`config.mk`:
```
export PLATFORM = sky130hd
export DESIGN_NAME = cpu_ctrl_fsm
export DESIGN_NICKNAME = d
export VERILOG_FILES = /design/src/rtl/cpu_ctrl_pkg.sv /design/src/rtl/cpu_instr_decode.sv /design/src/rtl/cpu_ctrl_fsm.sv
export SDC_FILE = /design/constraint.sdc
export NUM_CORES = 1
export LEC_CHECK = 0
export CELL_PAD_IN_SITES_DETAIL_PLACEMENT = 1
export CELL_PAD_IN_SITES_GLOBAL_PLACEMENT = 1
export CORE_MARGIN = 10
export CORE_UTILIZATION = 43
export DETAILED_ROUTE_END_ITERATION = 6
export PLACE_DENSITY = 0.86
export SYNTH_ARGS = -nofsm -noshare
export SYNTH_HDL_FRONTEND = slang
export SYNTH_HIERARCHICAL = 1
export SYNTH_SLANG_ARGS = --single-unit
```
`constraint.sdc`:
```
create_clock -name clk -period 6.8 [get_ports clk]
set_input_delay 1.7 -clock clk [delete_from_list [all_inputs] [get_ports clk]]
set_output_delay 1.7 -clock clk [all_outputs]
set_load 0.02 [all_outputs]
```
`src/rtl/cpu_ctrl_pkg.sv`:
```
// Shared types and constants for the multicycle CPU control unit.
package cpu_ctrl_pkg;

  localparam int unsigned DATA_WIDTH = 16;
  localparam int unsigned REG_BITS   = 4;
  localparam int unsigned PC_WIDTH   = 16;
  localparam int unsigned ALU_OP_W   = 3;
  localparam int unsigned FIELD_W    = 4;
  localparam int unsigned IMM_W      = 8;

  typedef enum logic [2:0] {
    FETCH, DECODE, EXEC, MEM_RD, LOAD_WB, MEM_WR, ILLEGAL
  } state_t;

  typedef enum logic [1:0] {
    CLS_ALU, CLS_LOAD, CLS_STORE, CLS_ILLEGAL
  } instr_class_t;

  // Opcode / ext field values
  localparam logic [FIELD_W-1:0] OPC_RTYPE = 4'b0000;
  localparam logic [FIELD_W-1:0] OPC_MEM   = 4'b0100;
  localparam logic [FIELD_W-1:0] CODE_ADD  = 4'b0101;
  localparam logic [FIELD_W-1:0] CODE_SUB  = 4'b1001;
  localparam logic [FIELD_W-1:0] CODE_CMP  = 4'b1011;
  localparam logic [FIELD_W-1:0] CODE_AND  = 4'b0001;
  localparam logic [FIELD_W-1:0] CODE_OR   = 4'b0010;
  localparam logic [FIELD_W-1:0] CODE_XOR  = 4'b0011;
  localparam logic [FIELD_W-1:0] CODE_MOV  = 4'b1101;
  localparam logic [FIELD_W-1:0] EXT_LOAD  = 4'b0000;
  localparam logic [FIELD_W-1:0] EXT_STOR  = 4'b0100;

  // ALU operation encodings
  localparam logic [ALU_OP_W-1:0] ALU_ADD = 3'd0;
  localparam logic [ALU_OP_W-1:0] ALU_SUB = 3'd1;
  localparam logic [ALU_OP_W-1:0] ALU_AND = 3'd2;
  localparam logic [ALU_OP_W-1:0] ALU_OR  = 3'd3;
  localparam logic [ALU_OP_W-1:0] ALU_XOR = 3'd4;
  localparam logic [ALU_OP_W-1:0] ALU_MOV = 3'd5;

  // Data-source select encodings
  localparam logic MEM_ADDR_PC = 1'b0;
  localparam logic MEM_ADDR_RF = 1'b1;
  localparam logic ALU_B_RF    = 1'b0;
  localparam logic ALU_B_IMM   = 1'b1;
  localparam logic WB_ALU      = 1'b0;
  localparam logic WB_MEM      = 1'b1;

  typedef struct packed {
    logic                ok;
    logic [ALU_OP_W-1:0] op;
    logic                wr;
    logic                flags;
    logic                zext;
  } alu_info_t;

  typedef struct packed {
    instr_class_t          cls;
    logic [ALU_OP_W-1:0]   alu_op;
    logic                  alu_b_sel;
    logic [DATA_WIDTH-1:0] imm;
    logic                  wr;
    logic                  flags;
    logic                  legal;
  } decode_t;

  typedef struct packed {
    logic                  pc_en;
    logic                  mem_addr_sel;
    logic                  mem_wr_en;
    logic                  rf_wr_en;
    logic                  flags_en;
    logic [REG_BITS-1:0]   rf_addr1;
    logic [REG_BITS-1:0]   rf_addr2;
    logic [ALU_OP_W-1:0]   alu_op;
    logic                  alu_b_sel;
    logic [DATA_WIDTH-1:0] imm_out;
    logic                  wb_sel;
    logic                  illegal;
  } ctrl_out_t;

  // Map an ALU code (R-type ext or I-type opcode) to its operation attributes
  function automatic alu_info_t alu_lookup(input logic [FIELD_W-1:0] code);
    alu_info_t info;
    info    = '0;
    info.ok = 1'b1;
    info.wr = 1'b1;
    case (code)
      CODE_ADD: begin info.op = ALU_ADD; info.flags = 1'b1; end
      CODE_SUB: begin info.op = ALU_SUB; info.flags = 1'b1; end
      CODE_CMP: begin info.op = ALU_SUB; info.flags = 1'b1; info.wr = 1'b0; end
      CODE_AND: begin info.op = ALU_AND; info.zext = 1'b1; end
      CODE_OR:  begin info.op = ALU_OR;  info.zext = 1'b1; end
      CODE_XOR: begin info.op = ALU_XOR; info.zext = 1'b1; end
      CODE_MOV: begin info.op = ALU_MOV; end
      default:  info = '0;
    endcase
    return info;
  endfunction

endpackage

```
`src/rtl/cpu_instr_decode.sv`:
```
// Combinational decode of the instruction register into class and ALU controls.
module cpu_instr_decode
  import cpu_ctrl_pkg::*;
(
  input  logic [DATA_WIDTH-1:0] ir,
  output decode_t               dec
);

  logic [FIELD_W-1:0] opc;
  logic [FIELD_W-1:0] ext;
  logic [IMM_W-1:0]   imm8;
  logic [FIELD_W-1:0] unused_rdest;
  alu_info_t          r_info;
  alu_info_t          i_info;

  assign opc          = ir[15:12];
  assign ext          = ir[7:4];
  assign imm8         = ir[7:0];
  assign unused_rdest = ir[11:8];
  assign r_info       = alu_lookup(ext);
  assign i_info       = alu_lookup(opc);

  // Classify the instruction and derive ALU operand/strobe attributes
  always_comb begin
    dec     = '0;
    dec.cls = CLS_ILLEGAL;
    if (opc == OPC_RTYPE) begin
      if (r_info.ok) begin
        dec.cls       = CLS_ALU;
        dec.alu_op    = r_info.op;
        dec.alu_b_sel = ALU_B_RF;
        dec.wr        = r_info.wr;
        dec.flags     = r_info.flags;
      end
    end else if (opc == OPC_MEM) begin
      if (ext == EXT_LOAD) begin
        dec.cls = CLS_LOAD;
        dec.wr  = 1'b1;
      end else if (ext == EXT_STOR) begin
        dec.cls = CLS_STORE;
      end
    end else if (i_info.ok) begin
      dec.cls       = CLS_ALU;
      dec.alu_op    = i_info.op;
      dec.alu_b_sel = ALU_B_IMM;
      dec.imm       = i_info.zext ? DATA_WIDTH'(imm8)
                                  : {{(DATA_WIDTH-IMM_W){imm8[IMM_W-1]}}, imm8};
      dec.wr        = i_info.wr;
      dec.flags     = i_info.flags;
    end
    dec.legal = (dec.cls != CLS_ILLEGAL);
  end

endmodule

```
`src/rtl/cpu_ctrl_fsm.sv`:
```
// Multicycle control unit: fetch/decode/execute sequencing and RF/memory strobes.
// Optional macro CTRL_MEM_WAIT_EN: FETCH, MEM_RD and MEM_WR stall until mem_ready.
// Outputs are registered from the next state, so reset clears them immediately.
module cpu_ctrl_fsm
  import cpu_ctrl_pkg::*;
(
  input  logic                  clk,
  input  logic                  rst_n,
  input  logic [DATA_WIDTH-1:0] mem_rd_data,
  input  logic                  mem_ready,
  output logic                  pc_en,
  output logic                  mem_addr_sel,
  output logic                  mem_wr_en,
  output logic                  rf_wr_en,
  output logic                  flags_en,
  output logic [REG_BITS-1:0]   rf_addr1,
  output logic [REG_BITS-1:0]   rf_addr2,
  output logic [ALU_OP_W-1:0]   alu_op,
  output logic                  alu_b_sel,
  output logic [DATA_WIDTH-1:0] imm_out,
  output logic                  wb_sel,
  output logic                  illegal
);

  state_t                state_q, state_d;
  logic [DATA_WIDTH-1:0] ir_q, ir_d;
  ctrl_out_t             out_q, out_d;
  decode_t               dec;
  logic                  mem_go;
  logic                  fetch_go;

`ifdef CTRL_MEM_WAIT_EN
  assign mem_go = mem_ready;
`else
  logic unused_mem_ready;
  assign mem_go           = 1'b1;
  assign unused_mem_ready = mem_ready;
`endif

  // Fetch completes only once the FETCH outputs are live (not in the reset-release cycle)
  assign fetch_go = (state_q == FETCH) && out_q.pc_en && mem_go;
  assign ir_d     = fetch_go ? mem_rd_data : ir_q;

  cpu_instr_decode u_decode (
    .ir  (ir_d),
    .dec (dec)
  );

  // State, instruction register and registered output bundle
  always_ff @(posedge clk or negedge rst_n) begin
    if (!rst_n) begin
      state_q <= FETCH;
      ir_q    <= '0;
      out_q   <= '0;
    end else begin
      state_q <= state_d;
      ir_q    <= ir_d;
      out_q   <= out_d;
    end
  end

  // Next-state sequencing and Moore outputs for the state being entered
  always_comb begin
    state_d = state_q;
    out_d   = '0;

    case (state_q)
      FETCH:   if (fetch_go) state_d = DECODE;
      DECODE: begin
        if (!dec.legal) begin
          state_d = ILLEGAL;
        end else begin
          case (dec.cls)
            CLS_ALU:   state_d = EXEC;
            CLS_LOAD:  state_d = MEM_RD;
            CLS_STORE: state_d = MEM_WR;
            default:   state_d = ILLEGAL;
          endcase
        end
      end
      EXEC:    state_d = FETCH;
      MEM_RD:  if (mem_go) state_d = LOAD_WB;
      LOAD_WB: state_d = FETCH;
      MEM_WR:  if (mem_go) state_d = FETCH;
      ILLEGAL: state_d = ILLEGAL;
      default: state_d = FETCH;
    endcase

    case (state_d)
      FETCH: begin
        out_d.pc_en        = 1'b1;
        out_d.mem_addr_sel = MEM_ADDR_PC;
      end
      DECODE: begin
        out_d.rf_addr1 = ir_d[11:8];
        out_d.rf_addr2 = ir_d[3:0];
      end
      EXEC: begin
        out_d.rf_addr1  = ir_d[11:8];
        out_d.rf_addr2  = ir_d[3:0];
        out_d.alu_op    = dec.alu_op;
        out_d.alu_b_sel = dec.alu_b_sel;
        out_d.imm_out   = dec.imm;
        out_d.rf_wr_en  = dec.wr;
        out_d.flags_en  = dec.flags;
      end
      MEM_RD: begin
        out_d.rf_addr1     = ir_d[11:8];
        out_d.rf_addr2     = ir_d[3:0];
        out_d.mem_addr_sel = MEM_ADDR_RF;
      end
      LOAD_WB: begin
        out_d.rf_addr1 = ir_d[11:8];
        out_d.rf_addr2 = ir_d[3:0];
        out_d.wb_sel   = WB_MEM;
        out_d.rf_wr_en = 1'b1;
      end
      MEM_WR: begin
        out_d.rf_addr1     = ir_d[11:8];
        out_d.rf_addr2     = ir_d[3:0];
        out_d.mem_addr_sel = MEM_ADDR_RF;
        out_d.mem_wr_en    = 1'b1;
      end
      ILLEGAL: out_d.illegal = 1'b1;
      default: out_d = '0;
    endcase
  end

  // pc_en is qualified by memory completion so the PC steps once per fetch
  assign pc_en        = out_q.pc_en & mem_go;
  assign mem_addr_sel = out_q.mem_addr_sel;
  assign mem_wr_en    = out_q.mem_wr_en;
  assign rf_wr_en     = out_q.rf_wr_en;
  assign flags_en     = out_q.flags_en;
  assign rf_addr1     = out_q.rf_addr1;
  assign rf_addr2     = out_q.rf_addr2;
  assign alu_op       = out_q.alu_op;
  assign alu_b_sel    = out_q.alu_b_sel;
  assign imm_out      = out_q.imm_out;
  assign wb_sel       = out_q.wb_sel;
  assign illegal      = out_q.illegal;

endmodule

```
==> flow_metrics.env <==
export IMPL_grt_pass1_vias=1601
export IMPL_pwr_share_comb=0.562
export IMPL_die_area_sq_mm=0.00910
export IMPL_worst_pin_slew_ns=0.941
export IMPL_cpPeakStageDelay_ns=0.78
export IMPL_grt_use_total=0.110
export IMPL_synth_area_sq_mm=0.00244
export IMPL_p_int_uw=923
export IMPL_cts_hold_buffers=0
export IMPL_p_sw_frac=0.408
export IMPL_setup_violations=0
export IMPL_maxCapViolations=0
export IMPL_synth_seq_area_share=0.553
export IMPL_crit_path_start_kind="input port"
export IMPL_powerDensity_mw_per_mm2=508
export IMPL_drt_iter0_drc=100
export IMPL_synth_edf_count=0
export IMPL_numPortBuffers=52
export IMPL_arrival_ns=5.23
export IMPL_first_pass_iters=4
export IMPL_end_kind="flip-flop"
export IMPL_cts_tree="yes"
export IMPL_dieWidth_um=95.4
export IMPL_placeableCoreArea_sq_mm=0.00551
export IMPL_root_buffer="clkbuf_8"
export IMPL_holdWs_ns=0.500
export IMPL_clk_latency_ns=0.30
export IMPL_fin_nets=271
export IMPL_pin_count=54
export IMPL_antenna_found_initial=0
export IMPL_p_leak_uw=0.00133
export IMPL_fillers=569
export IMPL_r2r_start="state_q[0]"
export IMPL_yosysWarnings=6
export IMPL_max_freq_mhz=200
export IMPL_final_max_slew_viol_count=0
export IMPL_layout_drive_gt1_share=0.156
export IMPL_num_antenna_cells=0
export IMPL_cpLargestDelayFamily="simple AND/OR/NAND/NOR gates"
export IMPL_start_util=0.444
export IMPL_cts_setup_buffers=0
export IMPL_clk_pin_slew_worst_paths_ns=0.10
export IMPL_drc=0
export IMPL_p_switching_uw=636
export IMPL_crit_fanout=21
export IMPL_cts_path_max_buffers=2
export IMPL_overflow=0
export IMPL_async_flop_share=1.00
export IMPL_layout_common_cells="54 x dfrtp_1, 51 x clkdlybuf4s50_1, 29 x and2_1"
export IMPL_synth_seq_cells=54
export IMPL_rows=27
export IMPL_dp_hpwl_um=3700
export IMPL_path_cells="clkdlybuf4s50_1, mux2_2, or4b_4, nor4b_2, o22ai_1, ha_1, nor4b_4, o21ai_2, nor3_2, and2_1"
export IMPL_syn_inst=205
export IMPL_htreeDepth=2
export IMPL_cts_sinks=54
export IMPL_gp_congestion=0.726
export IMPL_cp_startpoint="mem_rd_data[15]"
export IMPL_skew_ns=0.00684
export IMPL_syn_to_final_growth_pct=25.5
export IMPL_syn_area_per_cell_sq_um=11.9
export IMPL_dr_total_vias=1585
export IMPL_wl_um=5110
export IMPL_synth_main_ff_cell="dfrtp_1"
export IMPL_ctsResizeCount=0
export IMPL_period_share=0.735
export IMPL_timing_slew_headroom=0.369
export IMPL_ant_nets=0
export IMPL_p_clk_frac=0.136
export IMPL_hold_viol=0
export IMPL_cp_num_buf_inv=1
export IMPL_hp_class="reg2reg"
export IMPL_min_period_ns=5.00
export IMPL_final_common_cell="dfrtp_1"
export IMPL_avgViaCountPerCell=4.92
export IMPL_grt_pass1_wl_um=7870
export IMPL_worstHoldStart="ir_q[8]"
export IMPL_critPathSlowestCell="nor3_2"
export IMPL_die_h_um=95.4
export IMPL_ir_drop_mv=0.185
export IMPL_drt_wirelength_per_cell_um=15.9
export IMPL_grt_max_degree=55
export IMPL_final_util=0.557
export IMPL_cts_buffers=5
export IMPL_rsz0062_at_grt="false"
export IMPL_status="completed"
export IMPL_required_ns=7.03
export IMPL_syn_nets=227
export IMPL_seqPwrFrac=0.302
export IMPL_path_class="in2reg"
export IMPL_synth_distinct_cells=45
export IMPL_setup_tns_ns=0
==> worst paths after layout <==
check / to / slack, ns / cells after the start
max: alu_op[2] / 1.80 / 10
min: ir_q[8] / 0.50 / 1
max reg2reg: alu_op[2] / 2.52 / 12
min reg2reg: ir_q[8] / 0.50 / 1
max in group asynchronous: ir_q[10] / 4.85 / 2
min in group asynchronous: ir_q[15] / 1.49 / 2
==> per-stage QoR <==
stage / cells / setup slack (ns) / instance area (sq um) / total power (uW)
after global routing: 322 / 1.53 / 3070 / 1690
after global placement: 314 / 1.51 / 2960 / 1330
after floorplan: 205 / 2.55 / 2440 / 1160
after CTS: 322 / 1.75 / 3070 / 1580
final: 322 / 1.80 / 3070 / 1560
after detailed placement: 314 / 1.42 / 2960 / 1360
==> Yosys cell counts (4+ instances only) <==
cell type / number / share of area
dfrtp_1: 54 / 0.55
and2_1: 29 / 0.074
mux2_2: 16 / 0.074
nor2b_1: 13 / 0.033
nor2_1: 8 / 0.012
buf_4: 7 / 0.021
nand2_1: 6 / 0.0092
a21oi_1: 5 / 0.010
inv_1: 5 / 0.0077
o21ai_0: 5 / 0.010
clkbuf_1: 4 / 0.0061
==> routing by layer <==
layer	up-vias	part of all wire	track usage
li1	775	-	-
met1	769	0.41	0.126
met2	34	0.52	0.194
met3	7	0.061	0.0236
met4	0	0.016	0.0479
met5	-	0	0
==> area by class of cell <==
cell class                 count  area (sq um)  share of cell area
multi-input combinational    129           965               0.314
clock buffer                   5          68.8              0.0224
clock inverter                 3          43.8              0.0143
sequential                    54          1350               0.440
tap                           72          90.1              0.0294
inverter                       5          18.8             0.00612
timing repair buffer          54           531               0.173
==> power by group through the flow <==
stage | Combinational, uW | Sequential, uW | Clock (uW)
finish | 876 | 471 | 213
global route | 969 | 481 | 236
CTS | 891 | 473 | 219
detailed placement | 882 | 480 | 0
global placement | 856 | 471 | 0
floorplan | 622 | 537 | 0
==> state kept, by name, summed over array words and instances (netlist names), 3 cells and up <==
register	count
rf_addr1	4
imm_out	16
alu_op	3
ir_q	16
rf_addr2	4
state_q	3
==> logic make-up (layout without fill, tap and decap cells) <==
| logic type | Yosys count | in the layout | synth area share |
|---|---|---|---|
| AOI/OAI and AO/OA | 25 | 25 | 0.0696 |
| xor gates and xnor gates | 1 | 1 | 0.00358 |
| adders and majority gates | 3 | 3 | 0.0154 |
| buffers and inverters | 22 | 67 | 0.0527 |
| DFF | 54 | 54 | 0.553 |
| muxes | 16 | 16 | 0.0737 |
| and+or+nand+nor | 84 | 84 | 0.232 |
(Power assumes the default switching activity.)
